### src/rtl/l1_refill_ctrl.sv
// L1 refill sequencer: CPU port lookup, read-miss line refill with critical-word capture,
// write-through (no-write-allocate) writes, and saturating hit/miss counters.
module l1_refill_ctrl #(
    parameter int unsigned WORDS_PER_LINE = 8,
    parameter int unsigned CNT_W          = 32
) (
    input  logic             clk,
    input  logic             reset,
    input  logic             cpu_req,
    input  logic             cpu_we,
    input  logic [31:0]      cpu_addr,
    input  logic [31:0]      cpu_wdata,
    output logic             cpu_ready,
    output logic [31:0]      cpu_rdata,
    output logic             cpu_busy,
    output logic             cache_rd,
    output logic             cache_wr,
    output logic             cache_fill,
    output logic [31:0]      cache_addr,
    output logic [31:0]      cache_wdata,
    input  logic             cache_hit,
    input  logic [31:0]      cache_rdata,
    output logic             mem_req,
    output logic             mem_we,
    output logic [31:0]      mem_addr,
    output logic [31:0]      mem_wdata,
    input  logic             mem_gnt,
    input  logic             mem_rvalid,
    input  logic [31:0]      mem_rdata,
    output logic [CNT_W-1:0] hit_cnt,
    output logic [CNT_W-1:0] miss_cnt
);

    localparam int unsigned OFF_W = $clog2(WORDS_PER_LINE);
    localparam int unsigned LB    = OFF_W + 2;

    typedef enum logic [2:0] {
        S_IDLE, S_LOOKUP, S_CHECK, S_CWRITE, S_WMEM, S_RREQ, S_RDATA, S_DONE
    } state_t;

    state_t             state, state_d;
    logic               we_q, we_d;
    logic [31:2]        addr_q, addr_d;
    logic [31:0]        wdata_q, wdata_d;
    logic [OFF_W-1:0]   beat, beat_d;

    logic               cpu_ready_d, cpu_busy_d;
    logic [31:0]        cpu_rdata_d;
    logic               cache_rd_d, cache_wr_d, cache_fill_d;
    logic [31:0]        cache_addr_d, cache_wdata_d;
    logic               mem_req_d, mem_we_d;
    logic [31:0]        mem_addr_d, mem_wdata_d;
    logic [CNT_W-1:0]   hit_cnt_d, miss_cnt_d;

    logic [31:0]        word_addr, line_addr;
    logic [OFF_W-1:0]   word_off;
    logic               unused_addr_bits;

    assign word_addr        = {addr_q, 2'b00};
    assign line_addr        = {addr_q[31:LB], LB'(0)};
    assign word_off         = addr_q[LB-1:2];
    assign unused_addr_bits = ^cpu_addr[1:0];

    // State register
    always_ff @(posedge clk or posedge reset) begin
        if (reset) state <= S_IDLE;
        else       state <= state_d;
    end

    // Next state and next values of every registered output
    always_comb begin
        state_d       = state;
        we_d          = we_q;
        addr_d        = addr_q;
        wdata_d       = wdata_q;
        beat_d        = beat;
        cpu_ready_d   = 1'b0;
        cpu_rdata_d   = cpu_rdata;
        cache_rd_d    = 1'b0;
        cache_wr_d    = 1'b0;
        cache_fill_d  = 1'b0;
        cache_addr_d  = cache_addr;
        cache_wdata_d = cache_wdata;
        mem_req_d     = 1'b0;
        mem_we_d      = mem_we;
        mem_addr_d    = mem_addr;
        mem_wdata_d   = mem_wdata;
        hit_cnt_d     = hit_cnt;
        miss_cnt_d    = miss_cnt;

        case (state)
            S_IDLE: begin
                if (cpu_req) begin
                    we_d         = cpu_we;
                    addr_d       = cpu_addr[31:2];
                    wdata_d      = cpu_wdata;
                    cache_rd_d   = 1'b1;
                    cache_addr_d = {cpu_addr[31:2], 2'b00};
                    state_d      = S_LOOKUP;
                end
            end
            S_LOOKUP: state_d = S_CHECK;
            S_CHECK: begin
                if (cache_hit) begin
                    if (hit_cnt != {CNT_W{1'b1}}) hit_cnt_d = hit_cnt + CNT_W'(1);
                end else begin
                    if (miss_cnt != {CNT_W{1'b1}}) miss_cnt_d = miss_cnt + CNT_W'(1);
                end
                if (we_q && cache_hit) begin
                    cache_wr_d    = 1'b1;
                    cache_addr_d  = word_addr;
                    cache_wdata_d = wdata_q;
                    state_d       = S_CWRITE;
                end else if (we_q) begin
                    mem_req_d   = 1'b1;
                    mem_we_d    = 1'b1;
                    mem_addr_d  = word_addr;
                    mem_wdata_d = wdata_q;
                    state_d     = S_WMEM;
                end else if (cache_hit) begin
                    cpu_rdata_d = cache_rdata;
                    cpu_ready_d = 1'b1;
                    state_d     = S_DONE;
                end else begin
                    mem_req_d  = 1'b1;
                    mem_we_d   = 1'b0;
                    mem_addr_d = line_addr;
                    state_d    = S_RREQ;
                end
            end
            S_CWRITE: begin
                mem_req_d   = 1'b1;
                mem_we_d    = 1'b1;
                mem_addr_d  = word_addr;
                mem_wdata_d = wdata_q;
                state_d     = S_WMEM;
            end
            S_WMEM: begin
                if (mem_gnt) begin
                    cpu_ready_d = 1'b1;
                    state_d     = S_DONE;
                end else begin
                    mem_req_d = 1'b1;
                end
            end
            S_RREQ: begin
                if (mem_gnt) begin
                    beat_d  = '0;
                    state_d = S_RDATA;
                end else begin
                    mem_req_d = 1'b1;
                end
            end
            S_RDATA: begin
                if (mem_rvalid) begin
                    cache_fill_d  = 1'b1;
                    cache_addr_d  = {addr_q[31:LB], beat, 2'b00};
                    cache_wdata_d = mem_rdata;
                    beat_d        = beat + OFF_W'(1);
                    if (beat == word_off) cpu_rdata_d = mem_rdata;
                    // Last beat's fill strobe lands in DONE, alongside cpu_ready
                    if (beat == OFF_W'(WORDS_PER_LINE - 1)) begin
                        cpu_ready_d = 1'b1;
                        state_d     = S_DONE;
                    end
                end
            end
            S_DONE: state_d = S_IDLE;
        endcase

        cpu_busy_d = (state_d != S_IDLE);
    end

    // Datapath and output registers
    always_ff @(posedge clk or posedge reset) begin
        if (reset) begin
            we_q        <= 1'b0;
            addr_q      <= '0;
            wdata_q     <= '0;
            beat        <= '0;
            cpu_ready   <= 1'b0;
            cpu_rdata   <= '0;
            cpu_busy    <= 1'b0;
            cache_rd    <= 1'b0;
            cache_wr    <= 1'b0;
            cache_fill  <= 1'b0;
            cache_addr  <= '0;
            cache_wdata <= '0;
            mem_req     <= 1'b0;
            mem_we      <= 1'b0;
            mem_addr    <= '0;
            mem_wdata   <= '0;
            hit_cnt     <= '0;
            miss_cnt    <= '0;
        end else begin
            we_q        <= we_d;
            addr_q      <= addr_d;
            wdata_q     <= wdata_d;
            beat        <= beat_d;
            cpu_ready   <= cpu_ready_d;
            cpu_rdata   <= cpu_rdata_d;
            cpu_busy    <= cpu_busy_d;
            cache_rd    <= cache_rd_d;
            cache_wr    <= cache_wr_d;
            cache_fill  <= cache_fill_d;
            cache_addr  <= cache_addr_d;
            cache_wdata <= cache_wdata_d;
            mem_req     <= mem_req_d;
            mem_we      <= mem_we_d;
            mem_addr    <= mem_addr_d;
            mem_wdata   <= mem_wdata_d;
            hit_cnt     <= hit_cnt_d;
            miss_cnt    <= miss_cnt_d;
        end
    end

endmodule

### config.mk
export PLATFORM = sky130hd
export DESIGN_NAME = l1_refill_ctrl
export DESIGN_NICKNAME = d
export VERILOG_FILES = /design/src/rtl/l1_refill_ctrl.sv
export SDC_FILE = /design/constraint.sdc
export NUM_CORES = 1
export LEC_CHECK = 0
export ABC_AREA = 1
export CORE_AREA = 8 8 160 222
export CTS_BUF_LIST = sky130_fd_sc_hd__clkbuf_4 sky130_fd_sc_hd__clkbuf_8 sky130_fd_sc_hd__clkbuf_16
export CTS_CLUSTER_SIZE = 12
export DETAILED_ROUTE_END_ITERATION = 10
export DIE_AREA = 0 0 168 230
export GPL_TIMING_DRIVEN = 0
export HOLD_SLACK_MARGIN = 0.12
export PLACE_DENSITY = 0.8
export SLEW_MARGIN = 0
export SYNTH_ARGS = -nofsm -noshare
export SYNTH_HDL_FRONTEND = slang
export SYNTH_SLANG_ARGS = --single-unit
### constraint.sdc
create_clock -name clk -period 9.27 [get_ports clk]
set_input_delay 1.854 -clock clk [delete_from_list [all_inputs] [get_ports clk]]
set_output_delay 1.854 -clock clk [all_outputs]
set_load 0.1 [all_outputs]
# --- Word-level counts from Yosys, hierarchy flattened ---
# Index checks and enable logic that the tools add are counted.
word_totals:
  regBits: 300
  inputBits: 135
  output_inout_bits: 231
  elab_cells: 115
classes:
  addsub: 3
  n_eq_ne: 21
  mux: 54
  n_bitwise: 1
  n_reduce_logical: 17
op_table:
  columns: ["operator", "n"]
  rows:
  - ["$mux W32", 15]
  - ["$pmux W32 S2", 4]
  - ["$pmux W32 S3", 1]
  - ["$add A32 B1 Y32 const B", 2]
  - ["$ne A32 B32 Y1 const B", 2]
  - ["$mux W3", 8]
  - ["$pmux W3 S8", 1]
  - ["$mux W1", 19]
  - ["$ne A2 B2 Y1 const B", 9]
  - ["$reduce_and A3 Y1", 6]
  - ["$eq A3 B3 Y1 const B", 5]
  - ["$eq A3 B2 Y1 const B", 2]
  - ["$pmux W1 S3", 2]
  - ["$pmux W3 S2", 1]
  - ["$reduce_and A6 Y1", 1]
  - ["$reduce_bool A2 Y1", 3]
  - ["$reduce_bool A3 Y1", 2]
  - ["$mux W2", 2]
  - ["$reduce_and A4 Y1", 1]
  - ["$add A3 B1 Y3 const B", 1]
  - ["$eq A3 B1 Y1 const B", 1]
  - ["$eq A3 B3 Y1", 1]
  - ["$logic_not A3 Y1", 1]
  - ["$ne A3 B3 Y1 const B", 1]
  - ["other kinds (5)", 5]

# --- Logic depth before layout (Yosys ltp) ---
# Gate-level depths: netlist (run 1).
depth:
  ltp_word: 5
  depth_mapped: 11
  depth_no_buf: 10

# --- Worst setup path before layout (run 1) ---
# OpenSTA, ideal clock, no wires.
synth_path:
  kind: "register to output"
  from: "reg hit_cnt[2]"
  to: "out hit_cnt[2]"
  arrival_time_ns: 0.983
  t_required_ns: 7.416
  path_slack_ns: 6.433
  path_stages_with_launch: 1
  path_buffers: 0
  cell_sequence: "dfrtp_1"
synth_lines:
  columns: ["item", "line", "text"]
  rows:
  - ["start, declared", "30", "output logic [CNT_W-1:0] hit_cnt,"]
  - ["start signal, assigned", "212", "hit_cnt <= hit_cnt_d;"]
# No word-level cell between the ends.

# --- Final worst setup path (run 1) ---
layout_path:
  from: "reg hit_cnt[19]"
  to: "out hit_cnt[19]"
# No word-level cell between the ends.

==> results of run 1 <==
==> registers in the layout (all words and copies together), names as in the netlist, 30 cells and up <==
signal       cells
mem_addr        30
addr_q          30
miss_cnt        32
cpu_rdata       32
mem_wdata       32
cache_wdata     32
wdata_q         32
hit_cnt         32
cache_addr      30
==> area by class of cell <==
type | count | share of cell area, %
Antenna cell | 3 | 0.0387
Multi-Input combinational cell | 1317 | 29.7
Inverter | 150 | 2.93
Clock buffer | 40 | 4.41
Timing Repair Buffer | 366 | 19.2
Clock inverter | 9 | 0.464
Buffer | 78 | 2.46
Tap cell | 400 | 2.58
Sequential cell | 296 | 38.2
==> cell families (layout without fill, tap and decap cells) <==
kind of cell	after synthesis	after routing	share of synthesized area, %
AND/OR/NAND/NOR	1041	1041	29.9
flip-flops	296	296	52.2
AO/OA/AOI/OAI	240	240	8.49
buffers and inverters	228	643	7.35
XOR/XNOR	28	28	1.73
adder cells (fa/ha/maj)	4	4	0.352
other	1	7	0.0264
==> worst paths after layout <==
path                                                 from                        end  cells past startpoint
worst max-delay path              hit_cnt[19]$_DFFE_PP0P_                hit_cnt[19]                      1
worst min-delay path            cpu_rdata[16]$_DFFE_PP0P_  cpu_rdata[16]$_DFFE_PP0P_                      2
worst max register to register         state[2]$_DFF_PP0_     wdata_q[4]$_DFFE_PP0P_                      6
worst min register to register  cpu_rdata[16]$_DFFE_PP0P_  cpu_rdata[16]$_DFFE_PP0P_                      2
max in group asynchronous                           reset     wdata_q[5]$_DFFE_PP0P_                      6
min in group asynchronous                           reset    miss_cnt[1]$_DFFE_PP0P_                      2
==> through the flow <==
step | hold WS, ns | power (W)
2_1_floorplan | 0.487 | 0.00565
5_1_grt | 0.491 | 0.00856
3_5_place_dp | 0.458 | 0.00700
6_report | 0.468 | 0.00818
4_1_cts | 0.472 | 0.00821
3_3_place_gp | 0.453 | 0.00691
==> power by group through the flow <==
stage	Sequential (W)	Clock (W)	Combinational, W
2_1_floorplan	0.00448	0	0.00118
3_3_place_gp	0.00206	0	0.00486
3_5_place_dp	0.00207	0	0.00493
4_1_cts	0.00206	0.00121	0.00495
5_1_grt	0.00211	0.00126	0.00519
6_report	0.00206	0.00119	0.00492
==> cell usage in the layout, fill, tap and decap left out, types with 3 or more instances in the layout <==
cell type,count
inv_2,6
clkbuf_1,14
nand3_1,65
nor2_2,8
ha_1,4
buf_12,7
diode_2,3
clkbuf_4,7
nand2_1,782
clkinvlp_4,3
a21oi_1,33
clkbuf_16,31
buf_2,32
buf_4,22
inv_1,142
nor2_1,129
nand3b_1,23
nor2_4,6
clkdlybuf4s50_1,359
o21ai_1,37
xnor2_1,12
buf_6,8
nand4_1,10
nand2_2,8
xor2_1,16
nand2_4,3
conb_1,4
dfrtp_1,296
clkinv_2,5
o21ai_0,168
==> layer usage <==
layer	part of all wire [%]	global-route usage (%)	vias up
li1	-	-	6520
met1	37	27.0	6383
met2	50	41.9	547
met3	7.8	5.49	137
met4	5.3	13.2	0
met5	0	0	-
==> reports/results.tsv, run 1 <==
stage	metric	value	unit
place	routabilityCongestion	0.936	
finish	finish.instance_area	0.0194	sq mm
clock_tree	insertion_delay	0.58	ns
global_routing	initial_antenna_violation_count	3	
worst_setup_path	required_time_of_the_critical_path	7.42	ns
clock_tree	cts_tree	done	
logic_synthesis	synth.top_cell.area_share	52.2	%
clock_tree	holdBufCountCts	0	
sta	timing.final.max_slew_violations	0	
floorplanning	die_height	230	microns
place	io_buffers	359	
floorplanning	core	0.0321	sq mm
logic_synthesis	netlist_top_cells_area	dfrtp_1 (52%), nand2_1 (21%), o21ai_0 (5.9%), inv_1 (3.8%), nor2_1 (3.4%)	
clock_tree	clk_pin_slew	0.06	ns
sta	fin_crit	4.14	ns
logic_synthesis	count_of_cell_types_in_the_netlist	32	
finish	multiInputGateArea	0.00576	sq mm
finish	num-fill-cells	2795	
drt	dr.first_iter.drc_count	877	
clock_tree	post-cts-setup-buffers	0	
place	placedCellCount	2607	
worst_setup_path	cpPeakStageDelay	1.19	ns
clock_tree	clock_tree.buffer_depth	3	
outcome	outcome	finished, final reports clean	
power_and_ir_drop	power_leakage	9.18	nW
power_and_ir_drop	power.net_switching	0.00461	W
drt	vias	13600	
sta	final-hold-violation-count	0	
finish	drive_gt1_share	7.00	%
place	post-place-ws	5.30	ns
finish	seqCellArea	0.00741	sq mm
place	dp.final_hpwl	36700	microns
power_and_ir_drop	power.internal	0.00356	W
logic_synthesis	syn-cell-area	0.0142	sq mm
global_routing	wire_length_of_the_first_global_routing_pass	74700	microns
sta	sum_of_negative_setup_slack	0	ns
global_routing	grt.overflow.total	0	
logic_synthesis	post_synth.cell_area_avg	7.73	sq um
worst_setup_path	critPathLaunchType	register	
finish	area_growth	36.6	%
worst_setup_path	critical_path.slowest_cell	clkdlybuf4s50_1	
power_and_ir_drop	power.combinational.fraction	60.2	%
logic_synthesis	synth-async-reset-ratio	100	%
floorplanning	die_area	0.0386	sq mm
global_routing	track_usage	24.1	%
floorplanning	initial_core_utilization	44.2	%
worst_setup_path	crit_path_cell_trace	clkdlybuf4s50_1	
logic_synthesis	synth_top_cells_by_count	nand2_1 (782), dfrtp_1 (296), o21ai_0 (168), inv_1 (143), nor2_1 (129)	
finish	final-instance-count-excl-fill	2659	
logic_synthesis	postSynth.topFlopCell	dfrtp_1	
floorplanning	top_level_ports	366	
worst_setup_path	path_buf_inv	1	
logic_synthesis	yosysWarnings	0	
sta	tightest_slew	1.09	ns
floorplanning	die-width	168	microns
worst_setup_path	arrival	2.29	ns
drt	drtPass1Iterations	7	
power_and_ir_drop	vdd_drop_max	0.390	mV
worst_setup_path	cp-end-kind	output port	
place	dpl-instance-area	0.0185	sq mm
finish	final_util	60.4	%
clock_tree	cts_sinks	296	
sta	setup_violations	0	
job	drv.max_cap_violation_count	0	
sta	postLayoutSetupSlackWorst	5.13	ns
sta	setup_repair_after_global_routing_missed_its_margin	no	
drt	detail_route.drc_violations	0	
worst_setup_path	cpLargestDelayFamily	buffers and inverters	
power_and_ir_drop	p_clk_share	14.6	%
drt	wire_per_inst	17.8	microns
finish	nets	2379	
clock_tree	cts-htree-levels	1	
worst_setup_path	regToRegSetupSlack	7.13	ns
clock_tree	cts.root.buffer_cell	clkbuf_16	
drt	drt.antenna.violating_nets	0	
sta	fin_crit_sh	44.7	%
power_and_ir_drop	power.share.switching	56.4	%
logic_synthesis	post-synth-top-area-cell	dfrtp_1	
global_routing	maximum_number_of_pins_on_one_net_before_global_route_repair	43	
global_routing	vias_in_the_first_global_route	13700	
drt	via_count_normalized_by_instance_count	5.11	
logic_synthesis	synth-edff-count	0	
logic_synthesis	post-synth-top-count-cell	nand2_1	
min_path	worst_hold_path_type	register to register	
clock_tree	tritoncts.num_buffers	31	
power_and_ir_drop	powerDensity	421	mW/mm^2
logic_synthesis	synth_seq_cells	296	
sta	max_clock_freq	241	MHz
sta	slew_headroom	27.3	%
sta	setup_skew_after_layout	0.0270	ns
floorplanning	fp-row-count	78	
drt	detail_route.wirelength	47300	microns
power_and_ir_drop	power.sequential.fraction	25.2	%
logic_synthesis	netlist_instances	1838	
clock_tree	post_cts.resized_instances	0	
worst_setup_path	critical_path.max_fanout	5	
worst_setup_path	worst-setup-path-type	register to output port	
logic_synthesis	synth.yosys.seq_area_share	52.2	%
Note: power is estimated with default switching activity, not from simulation.
==> run 2: changes to the inputs <==
Settings changed: CORE_AREA 8 8 160 222 to 8 8 152 211, DIE_AREA 0 0 168 230 to 0 0 160 219, PLACE_DENSITY 0.8 to 0.85.
Clock period 9.27 ns to 3.9 ns, I/O delays scaled along.
==> reports/results.tsv, run 2 (synthesis results as in run 1) <==
stage	metric	value	unit	change
drt	maxUsedRoutingLayer	met4		unchanged
floorplanning	top_level_ports	366		unchanged
sta	tightest_slew	1.14	ns	was 1.09 ns
power_and_ir_drop	powerDensity	1000	mW/mm^2	was 421 mW/mm^2
power_and_ir_drop	post-layout-total-power	0.0195	W	was 0.00818 W
worst_setup_path	arrival	2.27	ns	was 2.29 ns
sta	timing.final.max_slew_violations	0		unchanged
finish	nets	2379		unchanged
clock_tree	clk_pin_slew	0.06	ns	about the same
clock_tree	cts-htree-levels	1		unchanged
floorplanning	die-width	160	microns	was 168 microns
floorplanning	die_area	0.0350	sq mm	was 0.0386 sq mm
clock_tree	post_cts.resized_instances	0		unchanged
place	io_buffers	359		unchanged
global_routing	wire_length_of_the_first_global_routing_pass	76100	microns	was 74,700 microns
min_path	worst_hold_path_type	register to register		unchanged
sta	slew_headroom	23.7	%	was 27.3%
worst_setup_path	path_buf_inv	1		unchanged
clock_tree	holdBufCountCts	0		unchanged
drt	vias	13800		was 13,600
floorplanning	initial_core_utilization	49.2	%	was 44.2%
sta	final-hold-violation-count	0		unchanged
clock_tree	post-cts-setup-buffers	0		unchanged
drt	dr.first_iter.drc_count	1040		was 877
outcome	outcome	finished, final reports clean		unchanged
worst_setup_path	critical_path.slowest_cell	clkdlybuf4s50_1		unchanged
sta	sum_of_negative_setup_slack	0	ns	unchanged
worst_setup_path	cp-end-kind	output port		unchanged
drt	via_count_normalized_by_instance_count	5.25		was 5.11
worst_setup_path	worst-setup-path-type	register to output port		unchanged
clock_tree	cts_sinks	296		unchanged
min_path	hold-path-cell-count	2		unchanged
worst_setup_path	timing.critical_path.depth	1		unchanged
finish	final_util	67.2	%	was 60.4%
drt	m1WireLength	17700	microns	was 17,600 microns
place	dpl-instance-area	0.0184	sq mm	was 0.0185 sq mm
global_routing	maximum_number_of_pins_on_one_net_before_global_route_repair	42		was 43
place	dp.final_hpwl	37100	microns	was 36,700 microns
worst_setup_path	cpPeakStageDelay	1.21	ns	was 1.19 ns
drt	met2_length	23800	microns	was 23,500 microns
worst_setup_path	cpLargestDelayFamily	buffers and inverters		unchanged
finish	finish.instance_area	0.0194	sq mm	about the same
sta	setup_violations	0		unchanged
worst_setup_path	length_in_cells_of_the_worst_reg_to_reg_path	11		was 6
finish	most_common_library_cell_in_the_layout_ignoring_fill_and_taps	nand2_1		unchanged
drt	detail_route.wirelength	47900	microns	was 47,300 microns
global_routing	vias_in_the_first_global_route	14200		was 13,700
finish	area_growth	36.7	%	was 36.6%
clock_tree	cts_tree	done		unchanged
drt	detail_route.drc_violations	0		unchanged
global_routing	grt.overflow.total	0		unchanged
drt	drtPass1Iterations	5		was 7
sta	fin_crit_sh	78.3	%	
floorplanning	die_height	219	microns	was 230 microns
global_routing	initial_antenna_violation_count	4		was 3
finish	layout.cells.most_common_list	nand2_1 (782), clkdlybuf4s50_1 (359), dfrtp_1 (296)		unchanged
clock_tree	cts.root.buffer_cell	clkbuf_16		unchanged
worst_setup_path	critical_path.max_fanout	7		was 5
drt	drt.antenna.violating_nets	0		unchanged
place	routabilityCongestion	0.945		was 0.936
floorplanning	fp-row-count	74		was 78
clock_tree	tritoncts.num_buffers	30		was 31
worst_setup_path	crit_path_cell_trace	clkdlybuf4s50_1		unchanged
power_and_ir_drop	power_leakage	9.20	nW	was 9.18 nW
worst_setup_path	required_time_of_the_critical_path	3.12	ns	was 7.42 ns
job	drv.max_cap_violation_count	0		unchanged
finish	drive_gt1_share	6.96	%	was 7.00%
sta	fin_crit	3.05	ns	
sta	setup_skew_after_layout	0.0343	ns	was 0.0270 ns
floorplanning	core	0.0289	sq mm	was 0.0321 sq mm
drt	routed-wl-met3	3600	microns	was 3680 microns
worst_setup_path	critPathLaunchType	register		unchanged
clock_tree	insertion_delay	0.59	ns	was 0.58 ns
clock_tree	clock_tree.buffer_depth	3		unchanged
global_routing	track_usage	26.8	%	was 24.1%
drt	wire_per_inst	18.2	microns	was 17.8 microns
power_and_ir_drop	vdd_drop_max	0.903	mV	was 0.390 mV
sta	setup_repair_after_global_routing_missed_its_margin	no		unchanged
sta	max_clock_freq	327	MHz	
==> run 2: changes by cell type in the layout (fill, tap and decap cells not counted), sizes merged <==
cell and delta:
buf +1, diode +1, clkinvlp -2, clkbuf +4, clkinv -3, inv -1
==> run 2: where the power goes <==
group          leakage, nW  internal, W  switching [W]
clock network        0.482      0.00165        0.00120
registers             3.74      0.00426       0.000645
logic                 4.98      0.00261        0.00912
total                 9.20      0.00852         0.0110
==> run 2: final cells by class <==
type                       count  area (sq um)
sequential                   296          7410
inverter                     150           569
fill                        2371          9470
clock buffer                  44           900
tap                          380           475
buffer                        78           478
timing repair buffer         367          3750
clock inverter                 3          65.1
multi-input combinational   1317          5760
antenna                        4          10.0
==> run 2: stage by stage <==
step	setup slack, ns	hold WS (ns)	cells
2_1_floorplan	-0.811	0.487	1841
3_3_place_gp	-2.84	0.452	2580
3_5_place_dp	0.906	0.457	2588
4_1_cts	0.847	0.472	2635
5_1_grt	0.823	0.494	2639
6_report	0.845	0.466	2639
==> run 2: worst paths after layout <==
path	slack, ns	startpoint	to
setup / recovery	0.85	hit_cnt[2]$_DFFE_PP0P_	hit_cnt[2]
hold / removal	0.47	cpu_rdata[10]$_DFFE_PP0P_	cpu_rdata[10]$_DFFE_PP0P_
setup reg to reg	1.79	miss_cnt[0]$_DFFE_PP0P_	miss_cnt[21]$_DFFE_PP0P_
hold reg to reg	0.47	cpu_rdata[10]$_DFFE_PP0P_	cpu_rdata[10]$_DFFE_PP0P_
max in group asynchronous	1.61	reset	cache_addr[10]$_DFFE_PP0P_
min in group asynchronous	0.76	reset	miss_cnt[2]$_DFFE_PP0P_
==> run 2: metal layers <==
metal,up-vias,global-route usage (%)
met5,-,0
met4,0,16.3
met3,140,6.06
met2,575,46.6
met1,6603,29.7
li1,6526,-
